File: src/rtl/demux_large_slot_pkg.sv
// Shared constants, types and helpers for the ten-way 8-bit block distributor.
// The helper decides whether a target index names a real output channel.
package demux_large_pkg;

  localparam int WIDTH   = 8;
  localparam int NUM_OUT = 10;
  localparam int SEL_W   = 4;
  localparam int ERR_W   = 8;

  typedef logic [WIDTH-1:0] data_t;
  typedef logic [SEL_W-1:0] sel_t;
  typedef logic [ERR_W-1:0] err_t;

  function automatic logic is_legal_sel(input sel_t s);
    return (32'(s) < 32'(NUM_OUT));
  endfunction

endpackage

File: src/rtl/demux_large_slot_if.sv
// Producer-side stream plus the ten buffered consumer channels of the distributor.
// "master" is the producer/consumer side; "slave" is the distributor itself.
interface demux_large_slot_if;
  import demux_large_pkg::*;

  logic                     in_valid;
  logic                     in_ready;
  logic [WIDTH-1:0]         in_data;
  logic [SEL_W-1:0]         sel;
  logic                     auto_mode;
  logic [NUM_OUT-1:0]       out_valid;
  logic [NUM_OUT-1:0]       out_ready;
  logic [NUM_OUT*WIDTH-1:0] out_data;

  modport master (
    output in_valid, in_data, sel, auto_mode, out_ready,
    input  in_ready, out_valid, out_data
  );

  modport slave (
    input  in_valid, in_data, sel, auto_mode, out_ready,
    output in_ready, out_valid, out_data
  );

endinterface

File: src/rtl/demux_large_slot_slot.sv
// One-entry output register with valid/ready; a write always wins over a drain,
// so a simultaneous drain+write leaves the slot full with the new block.
module demux_slot #(
  parameter int WIDTH = 8
) (
  input  logic             clk,
  input  logic             rst_n,
  input  logic             wr_en,
  input  logic [WIDTH-1:0] wr_data,
  input  logic             rd_ready,
  output logic             valid,
  output logic [WIDTH-1:0] data
);

  logic             valid_reg;
  logic [WIDTH-1:0] data_reg;

  always_ff @(posedge clk or negedge rst_n) begin
    if (!rst_n) begin
      valid_reg <= 1'b0;
      data_reg  <= '0;
    end else if (wr_en) begin
      valid_reg <= 1'b1;
      data_reg  <= wr_data;
    end else if (valid_reg && rd_ready) begin
      // Data is left in place after a drain; consumers qualify with valid.
      valid_reg <= 1'b0;
    end
  end

  assign valid = valid_reg;
  assign data  = data_reg;

endmodule

File: src/rtl/demux_large_slot.sv
// Ten-way block distributor: steers one valid/ready stream into ten one-entry
// output slots by explicit select or by a round-robin pointer.
module demux_large_slot
  import demux_large_pkg::*;
(
  input  logic               clk,
  input  logic               rst_n,
  demux_large_slot_if.slave  bus,
  output logic               err_pulse,
  output logic [ERR_W-1:0]   err_count,
  output logic [SEL_W-1:0]   rr_ptr
);

  sel_t               rr_ptr_reg, rr_ptr_next;
  err_t               err_count_reg, err_count_next;
  logic               err_pulse_reg;
  sel_t               tgt;
  logic               tgt_legal;
  logic               in_ready_mux;
  logic               accept;
  logic               drop;
  logic [NUM_OUT-1:0] slot_free;
  logic [NUM_OUT-1:0] wr_en;
  logic [NUM_OUT-1:0] slot_valid;
  data_t              slot_data [NUM_OUT];

  assign tgt       = bus.auto_mode ? rr_ptr_reg : bus.sel;
  assign tgt_legal = is_legal_sel(tgt);

  genvar gi;
  generate
    for (gi = 0; gi < NUM_OUT; gi++) begin : g_slot
      assign slot_free[gi] = !slot_valid[gi] | bus.out_ready[gi];
      assign wr_en[gi]     = bus.in_valid & tgt_legal & (tgt == SEL_W'(gi)) & slot_free[gi];

      demux_slot #(.WIDTH(WIDTH)) u_slot (
        .clk      (clk),
        .rst_n    (rst_n),
        .wr_en    (wr_en[gi]),
        .wr_data  (bus.in_data),
        .rd_ready (bus.out_ready[gi]),
        .valid    (slot_valid[gi]),
        .data     (slot_data[gi])
      );

      assign bus.out_data[gi*WIDTH +: WIDTH] = slot_data[gi];
    end
  endgenerate

  assign bus.out_valid = slot_valid;

  // in_ready depends only on the target and slot state, never on in_valid;
  // an illegal target matches no slot and so reads as always ready.
  always_comb begin
    in_ready_mux = 1'b1;
    for (int i = 0; i < NUM_OUT; i++) begin
      if (tgt == SEL_W'(i)) begin
        in_ready_mux = slot_free[i];
      end
    end
  end

  assign bus.in_ready = in_ready_mux;
  assign accept       = bus.in_valid & in_ready_mux;
  assign drop         = bus.in_valid & !tgt_legal;

  always_comb begin
    rr_ptr_next = rr_ptr_reg;
    if (accept && bus.auto_mode) begin
      rr_ptr_next = (rr_ptr_reg == SEL_W'(NUM_OUT - 1)) ? '0 : rr_ptr_reg + 1'b1;
    end
  end

  always_comb begin
    err_count_next = err_count_reg;
    if (drop && (err_count_reg != '1)) begin
      err_count_next = err_count_reg + 1'b1;
    end
  end

  always_ff @(posedge clk or negedge rst_n) begin
    if (!rst_n) begin
      rr_ptr_reg    <= '0;
      err_count_reg <= '0;
      err_pulse_reg <= 1'b0;
    end else begin
      rr_ptr_reg    <= rr_ptr_next;
      err_count_reg <= err_count_next;
      err_pulse_reg <= drop;
    end
  end

  assign rr_ptr    = rr_ptr_reg;
  assign err_count = err_count_reg;
  assign err_pulse = err_pulse_reg;

endmodule

File: src/flat_wrapper.sv
// flat-port wrapper written by rule: the top's interface ports become plain ports
module demux_large_slot_flat import demux_large_pkg::*;
  (clk, rst_n, err_pulse, err_count, rr_ptr, bus_in_valid, bus_in_data, bus_sel, bus_auto_mode, bus_out_ready, bus_in_ready, bus_out_valid, bus_out_data);
  demux_large_slot_if bus_i ();
  input  logic clk;
  input  logic rst_n;
  output logic err_pulse;
  output logic [ERR_W-1:0] err_count;
  output logic [SEL_W-1:0] rr_ptr;
  input wire logic [$bits(bus_i.in_valid)-1:0] bus_in_valid;
  input wire logic [$bits(bus_i.in_data)-1:0] bus_in_data;
  input wire logic [$bits(bus_i.sel)-1:0] bus_sel;
  input wire logic [$bits(bus_i.auto_mode)-1:0] bus_auto_mode;
  input wire logic [$bits(bus_i.out_ready)-1:0] bus_out_ready;
  output wire logic [$bits(bus_i.in_ready)-1:0] bus_in_ready;
  output wire logic [$bits(bus_i.out_valid)-1:0] bus_out_valid;
  output wire logic [$bits(bus_i.out_data)-1:0] bus_out_data;
  assign bus_i.in_valid = bus_in_valid;
  assign bus_i.in_data = bus_in_data;
  assign bus_i.sel = bus_sel;
  assign bus_i.auto_mode = bus_auto_mode;
  assign bus_i.out_ready = bus_out_ready;
  assign bus_in_ready = bus_i.in_ready;
  assign bus_out_valid = bus_i.out_valid;
  assign bus_out_data = bus_i.out_data;
  demux_large_slot u_core (.clk(clk), .rst_n(rst_n), .bus(bus_i), .err_pulse(err_pulse), .err_count(err_count), .rr_ptr(rr_ptr));
endmodule
File: config.mk
export PLATFORM = sky130hd
export DESIGN_NAME = demux_large_slot_flat
export DESIGN_NICKNAME = d
export VERILOG_FILES = /design/src/rtl/demux_large_slot_pkg.sv /design/src/rtl/demux_large_slot_if.sv /design/src/rtl/demux_large_slot_slot.sv /design/src/rtl/demux_large_slot.sv /design/src/flat_wrapper.sv
export SDC_FILE = /design/constraint.sdc
export NUM_CORES = 1
export LEC_CHECK = 0
export BUFFER_PORTS_ARGS = -buffer_cell sky130_fd_sc_hd__buf_4
export CORE_MARGIN = 2
export CORE_UTILIZATION = 42
export DETAILED_ROUTE_END_ITERATION = 6
export PLACE_DENSITY = 0.66
export RECOVER_POWER = 50
export SETUP_SLACK_MARGIN = 0.15
export SYNTH_ARGS = -nofsm -noshare
export SYNTH_HDL_FRONTEND = slang
export SYNTH_HIERARCHICAL = 1
export SYNTH_SLANG_ARGS = --single-unit
File: constraint.sdc
create_clock -name clk -period 2.3 [get_ports clk]
set_input_delay 0.115 -clock clk [delete_from_list [all_inputs] [get_ports clk]]
set_output_delay 0.115 -clock clk [all_outputs]
set_load 0.01 [all_outputs]
# Word-level counts from Yosys, hierarchy flattened
# Cells that the tools add are included.
# classes
bitwise_logic,33
n_lt_le_gt_ge,1
mul,0
div_mod_pow,0
reduce_logical,34
add_sub_neg,2
n_eq_ne,11
n_shift,0
mux,32
# ops
cell,n
2-to-1 mux 1 bit,30
AND 1 bit,23
nonzero test 2 bit,10
equality test 4 x 3 -> 1 bit (second input constant),4
equality test 4 bit (second input constant),3
logical AND 1 bit,12
logical NOT 1 bit,11
bitwise OR 1 bit,10
adder 8 x 1 -> 8 bit (second input constant),1
equality test 4 x 2 -> 1 bit (second input constant),2
2-to-1 mux 4 bit,2
inequality test 8 bit (second input constant),1
adder 4 x 1 -> 4 bit (second input constant),1
equality test 4 x 1 -> 1 bit (second input constant),1
logical NOT 4 bit,1
less-than comparator 4 bit (second input constant),1
# totals
inputBits,26
regBits,103
wordCells,136
mem_bits_ro,0
memories,0
latch_bits,0
output_inout_bits,104
ram_bits,0

# Longest topological paths before layout
# logic_depth
depth_word,14
depth_mapped,9
mapped_depth_nobuf,6

# Modules after synthesis
# Netlist, hierarchy kept.
# modules_own_cells
mod,cells_per_inst,area_per_inst_um2,seq_area_each_um2,n_inst
demux_slot,20,369.1,225.2,10
demux_large_slot,113,1029.7,325.3,1

# Least setup slack after synthesis
# OpenSTA, ideal clock, no wires.
# synth_path
path_type,flip-flop to flip-flop
start,register u_core.rr_ptr_reg[1] (netlist: u_core/rr_ptr[1])
end,register u_core.g_slot[3].u_slot.data_reg[0]
required_time_ns,2.175
setup_time_ns,0.125
t_arrival_ns,2.013
path_stages_with_launch,9
slack_ns,0.161
path_buffers,2
path_cell_list,dfrtp_1 buf_4 o211ai_1 o21ai_0 nor2_1 o21ai_0 nor4_1 buf_6 mux2_4
# synth_via
elab_chain_len,5
word_cells_on_any_way,6
# synth_rtl
element,line,rtl
"start, declared",demux_large_slot.sv:14,"sel_t rr_ptr_reg, rr_ptr_next;"
"start signal, assigned",demux_large_slot.sv:87,rr_ptr_reg <= rr_ptr_next;
2-to-1 mux 4 bit *,demux_large_slot.sv:27,assign tgt = bus.auto_mode ? rr_ptr_reg : bus.sel;
less-than comparator 4 bit,demux_large_slot_pkg.sv:15,return (32'(s) < 32'(NUM_OUT));
AND 1 bit,demux_large_slot.sv:34,assign wr_en[gi] = bus.in_valid & tgt_legal & (tgt == SEL_W'(gi)) & slot_free[gi];
AND 1 bit * (2 in a row),demux_large_slot.sv:34,
net u_core.wr_en[3],demux_large_slot.sv:23,logic [NUM_OUT-1:0] wr_en;
"end signal, assigned",demux_large_slot_slot.sv:24,data_reg <= wr_data;
"end, declared",demux_large_slot_slot.sv:16,logic [WIDTH-1:0] data_reg;
# Mark *: on every way through the listed nets, which the timed path passes. The rest lies on a longest branch.
# A chain may end at the register's enable or synchronous reset.

# Final worst setup path
# layout_path
start,register u_core.rr_ptr_reg[1] (netlist: u_core/rr_ptr[1])
end,output bus_in_ready
# layout_via
elab_chain_len,12
word_cells_on_any_way,21
# layout_rtl
element,line,rtl
2-to-1 mux 4 bit *,demux_large_slot.sv:27,
logical NOT 4 bit,demux_large_slot.sv:57,if (tgt == SEL_W'(i)) begin
2-to-1 mux 1 bit (9 in a row),demux_large_slot.sv:57,
2-to-1 mux 1 bit *,demux_large_slot.sv:57,
"end, declared",flat_wrapper.sv:15,output wire logic [$bits(bus_i.in_ready)-1:0] bus_in_ready;
# Mark *: on every way between the ends. The rest lies on a longest branch, timed or not.

==> results.cfg <==
[sta]
min_period_ns = 2.17
worstMarginPinSlew_ns = 1.47
slew_viol_final = 0
report.final.setup_viol = 0
setup_tns_ns = 0
timing.final.crit_share_pct = 94.4
fmax_mhz = 460
hold_viol = 0
rsz0062_at_grt = yes
skew_ns = 0.0137
hold_slack_ns = 0.0363
maxSlewHeadroom_pct = 2.22

[critical_path]
path_delay_family = compound AO/OA/AOI/OAI gates
cpPeakStageDelay_ns = 0.46
end_kind = output port
cp.depth = 8
crit_fanout = 5
cp_cell_sequence = buf_6 -> and3b_2 -> nor2_4 -> o221a_4 -> o221ai_4 -> nand2_1 -> o31ai_2 -> buf_4
rrSetupSlack_ns = 0.13
r2r_cells = 7
cp-start-kind = flop
critPathSlowestCell = dfrtp_2
critical_path_class = flop to output port
crit_arrival_ns = 2.06
crit_required_ns = 2.18
critPathBufInv = 2

[die]
num_io_pins = 130
die_w_um = 110
fp.dieH_um = 110
dieArea_sq_mm = 0.0121
rows = 38
initial_core_util_pct = 43.4
core_area_sq_mm = 0.0109

[yosys]
yosysTopAreaCell = dfrtp_1
synth_xor_area_share_pct = 1.67
synth_area_sq_mm = 0.00472
synth_ff_type = dfrtp_1
avgSynthCellArea_sq_um = 15.1
yosys-top-cells-count = 103 x dfrtp_1, 82 x mux2_4
yosys.area_share.adder_pct = 0.265
synth_seq_area_share_pct = 54.6
synth_top_area_share_pct = 54.6
synth_simple_gate_area_share_pct = 6.47
synth_area_leaders = dfrtp_1 55%, mux2_4 26%, buf_6 2.9%
synth_cell_type_count = 40
synth_top_family_by_area = multiplexers
async_reset_ff_share_pct = 100
muxShareOfSynthArea_pct = 27.5
synth-compound-area-share_pct = 5.43
ys_seq_elements = 103
syn_inst = 313
synth_nets = 340
synth_edf_count = 0
synth_warnings = 6
synth.most_common_cell = dfrtp_1

[clocking]
cts_tree = built
cts_sinks = 103
cts_max_path_buffers = 2
clk_latency_ns = 0.37
numCtsBuffers = 9
h-tree-depth = 3
cts_root_buf = clkbuf_8
clk_pin_slew_ns = 0.09

[cells_and_area]
final_nets = 500
ff_latch_area_sq_mm = 0.00258
area_delta_synth_final_pct = 26.5
multi_input_area_sq_mm = 0.00208
postLayoutCellArea_sq_mm = 0.00597
fill_cells = 968
drive_gt1_share_pct = 41.2
diodes = 0
largest_reg_flops = 80

[global_route]
track_usage_pct = 18.8
grt_max_degree = 58
grt_pass1_vias = 3027
overflow = 0
grt_pass1_wl_mm = 17.1
antenna_found_initial = 0

[run]
cap_violations = 0

[routing]
totalWireLength_mm = 11.4
vias = 3044
wl_per_cell_um = 18.5
ant_nets = 0
drc = 0
drtIter0Drc = 158
dr.pass1.iters = 4
drt-vias-per-instance = 4.93

[place]
gp_congestion = 0.820
post-dp-hpwl_mm = 7.83
placed_cell_area_sq_mm = 0.00592
port-buffer-count = 129

[power_and_ir_drop]
total_power_uw = 7140
p_leak_uw = 0.00277
ir_worst_vdd_mv = 0.583
power_density_mw_per_mm2 = 1200

[hold_path]
hold_path.class = input pin to flop
min_path_cells = 3

[run_status]
outcome = finished, final reports clean
-- final timing paths --
path | start | endpoint
setup / recovery | u_core/rr_ptr[1]$_DFFE_PN0P_ | bus_in_ready
hold / removal | bus_out_ready[6] | u_core/g_slot[6].u_slot/valid$_DFFE_PN0P_
setup reg to reg | u_core/rr_ptr[2]$_DFFE_PN0P_ | u_core/g_slot[9].u_slot/data[6]$_DFFE_PN0P_
hold reg to reg | u_core/err_count[5]$_DFFE_PN0P_ | u_core/err_count[5]$_DFFE_PN0P_
max in group asynchronous | rst_n | u_core/rr_ptr[2]$_DFFE_PN0P_
min in group asynchronous | rst_n | u_core/err_count[0]$_DFFE_PN0P_
-- per-layer routing --
| metal | vias up | GRT usage, % | wire length, um |
|---|---|---|---|
| met5 | - | 0 | 0 |
| met4 | 0 | 7.78 | 201 |
| met3 | 14 | 3.06 | 513 |
| met2 | 79 | 28.5 | 5400 |
| met1 | 1535 | 26.9 | 5320 |
| li1 | 1416 | - | - |
-- cells in the final DEF, fill, tap and decap left out, drive strengths merged --
| cell | netlist | final |
|---|---|---|
| o22ai | 1 | 1 |
| nor2b | 12 | 12 |
| o21bai | 1 | 1 |
| a21oi | 2 | 2 |
| nor3b | 4 | 4 |
| mux2i | 4 | 4 |
| dlygate4sd3 | 0 | 2 |
| clkinv | 0 | 1 |
| nor4 | 1 | 1 |
| nand2 | 8 | 8 |
| o2111ai | 1 | 1 |
| nand2b | 1 | 1 |
| and2 | 1 | 1 |
| nor2 | 8 | 8 |
| xor2 | 3 | 3 |
| nor3 | 12 | 12 |
| buf | 14 | 61 |
| a41o | 1 | 1 |
| inv | 12 | 15 |
| a22o | 2 | 2 |
| and3b | 1 | 1 |
| or3 | 1 | 1 |
| o31ai | 1 | 1 |
| o21ai | 6 | 6 |
| o221ai | 1 | 1 |
| a21o | 11 | 11 |
| nand4 | 4 | 4 |
| o211a | 1 | 1 |
| o211ai | 1 | 1 |
| o221a | 1 | 1 |
| and3 | 1 | 1 |
| bufinv | 0 | 1 |
| nand3 | 2 | 2 |
| dfrtp | 103 | 103 |
| clkbuf | 0 | 111 |
| xnor2 | 6 | 6 |
| mux2 | 84 | 84 |
| ha | 1 | 1 |
-- where the power goes --
group | switching (uW) | internal (uW) | total (uW)
sequential | 532 | 2560 | 3090
clock | 629 | 548 | 1180
combinational | 1300 | 1570 | 2870
-- through the flow --
stage          std cells  setup slack [ns]  util [%]
4_1_cts              607            0.0715      56.7
6_report             618             0.128      54.8
5_1_grt              618            0.0265      54.8
2_1_floorplan        313             0.161         -
3_5_place_dp         587             0.101      54.4
3_3_place_gp         587             0.138      54.4
-- cell type report --
cell class,count,share of cell area [%]
Timing Repair Buffer,163,14.8
Sequential cell,103,43.2
Clock buffer,11,2.37
Inverter,12,0.755
Multi-Input combinational cell,184,34.9
Clock inverter,5,1.07
Tap cell,140,2.93
-- worst min-delay path, delay by kind of cell --
| family | cells | cell delay (ns) |
|---|---|---|
| AOI/OAI and AO/OA | 1 | 0.10 |
| buffers and inverters | 2 | 0.15 |
-- kinds of logic after synthesis --
kind of cell    Yosys count
fa+ha+maj                 1
xor+xnor                  9
simple gates             56
buf+inv                  26
flops                   103
compound gates           30
mux                      88
-- what timing repair did --
action,CTS,global route
endpoints found under the setup margin,22,47
pin swaps,1,7
gates resized for setup,3,25
hold buffers,2,0
hold endpoints to repair,56,0
setup buffers,2,9
cloned,0,2
(Power assumes the default switching activity.)
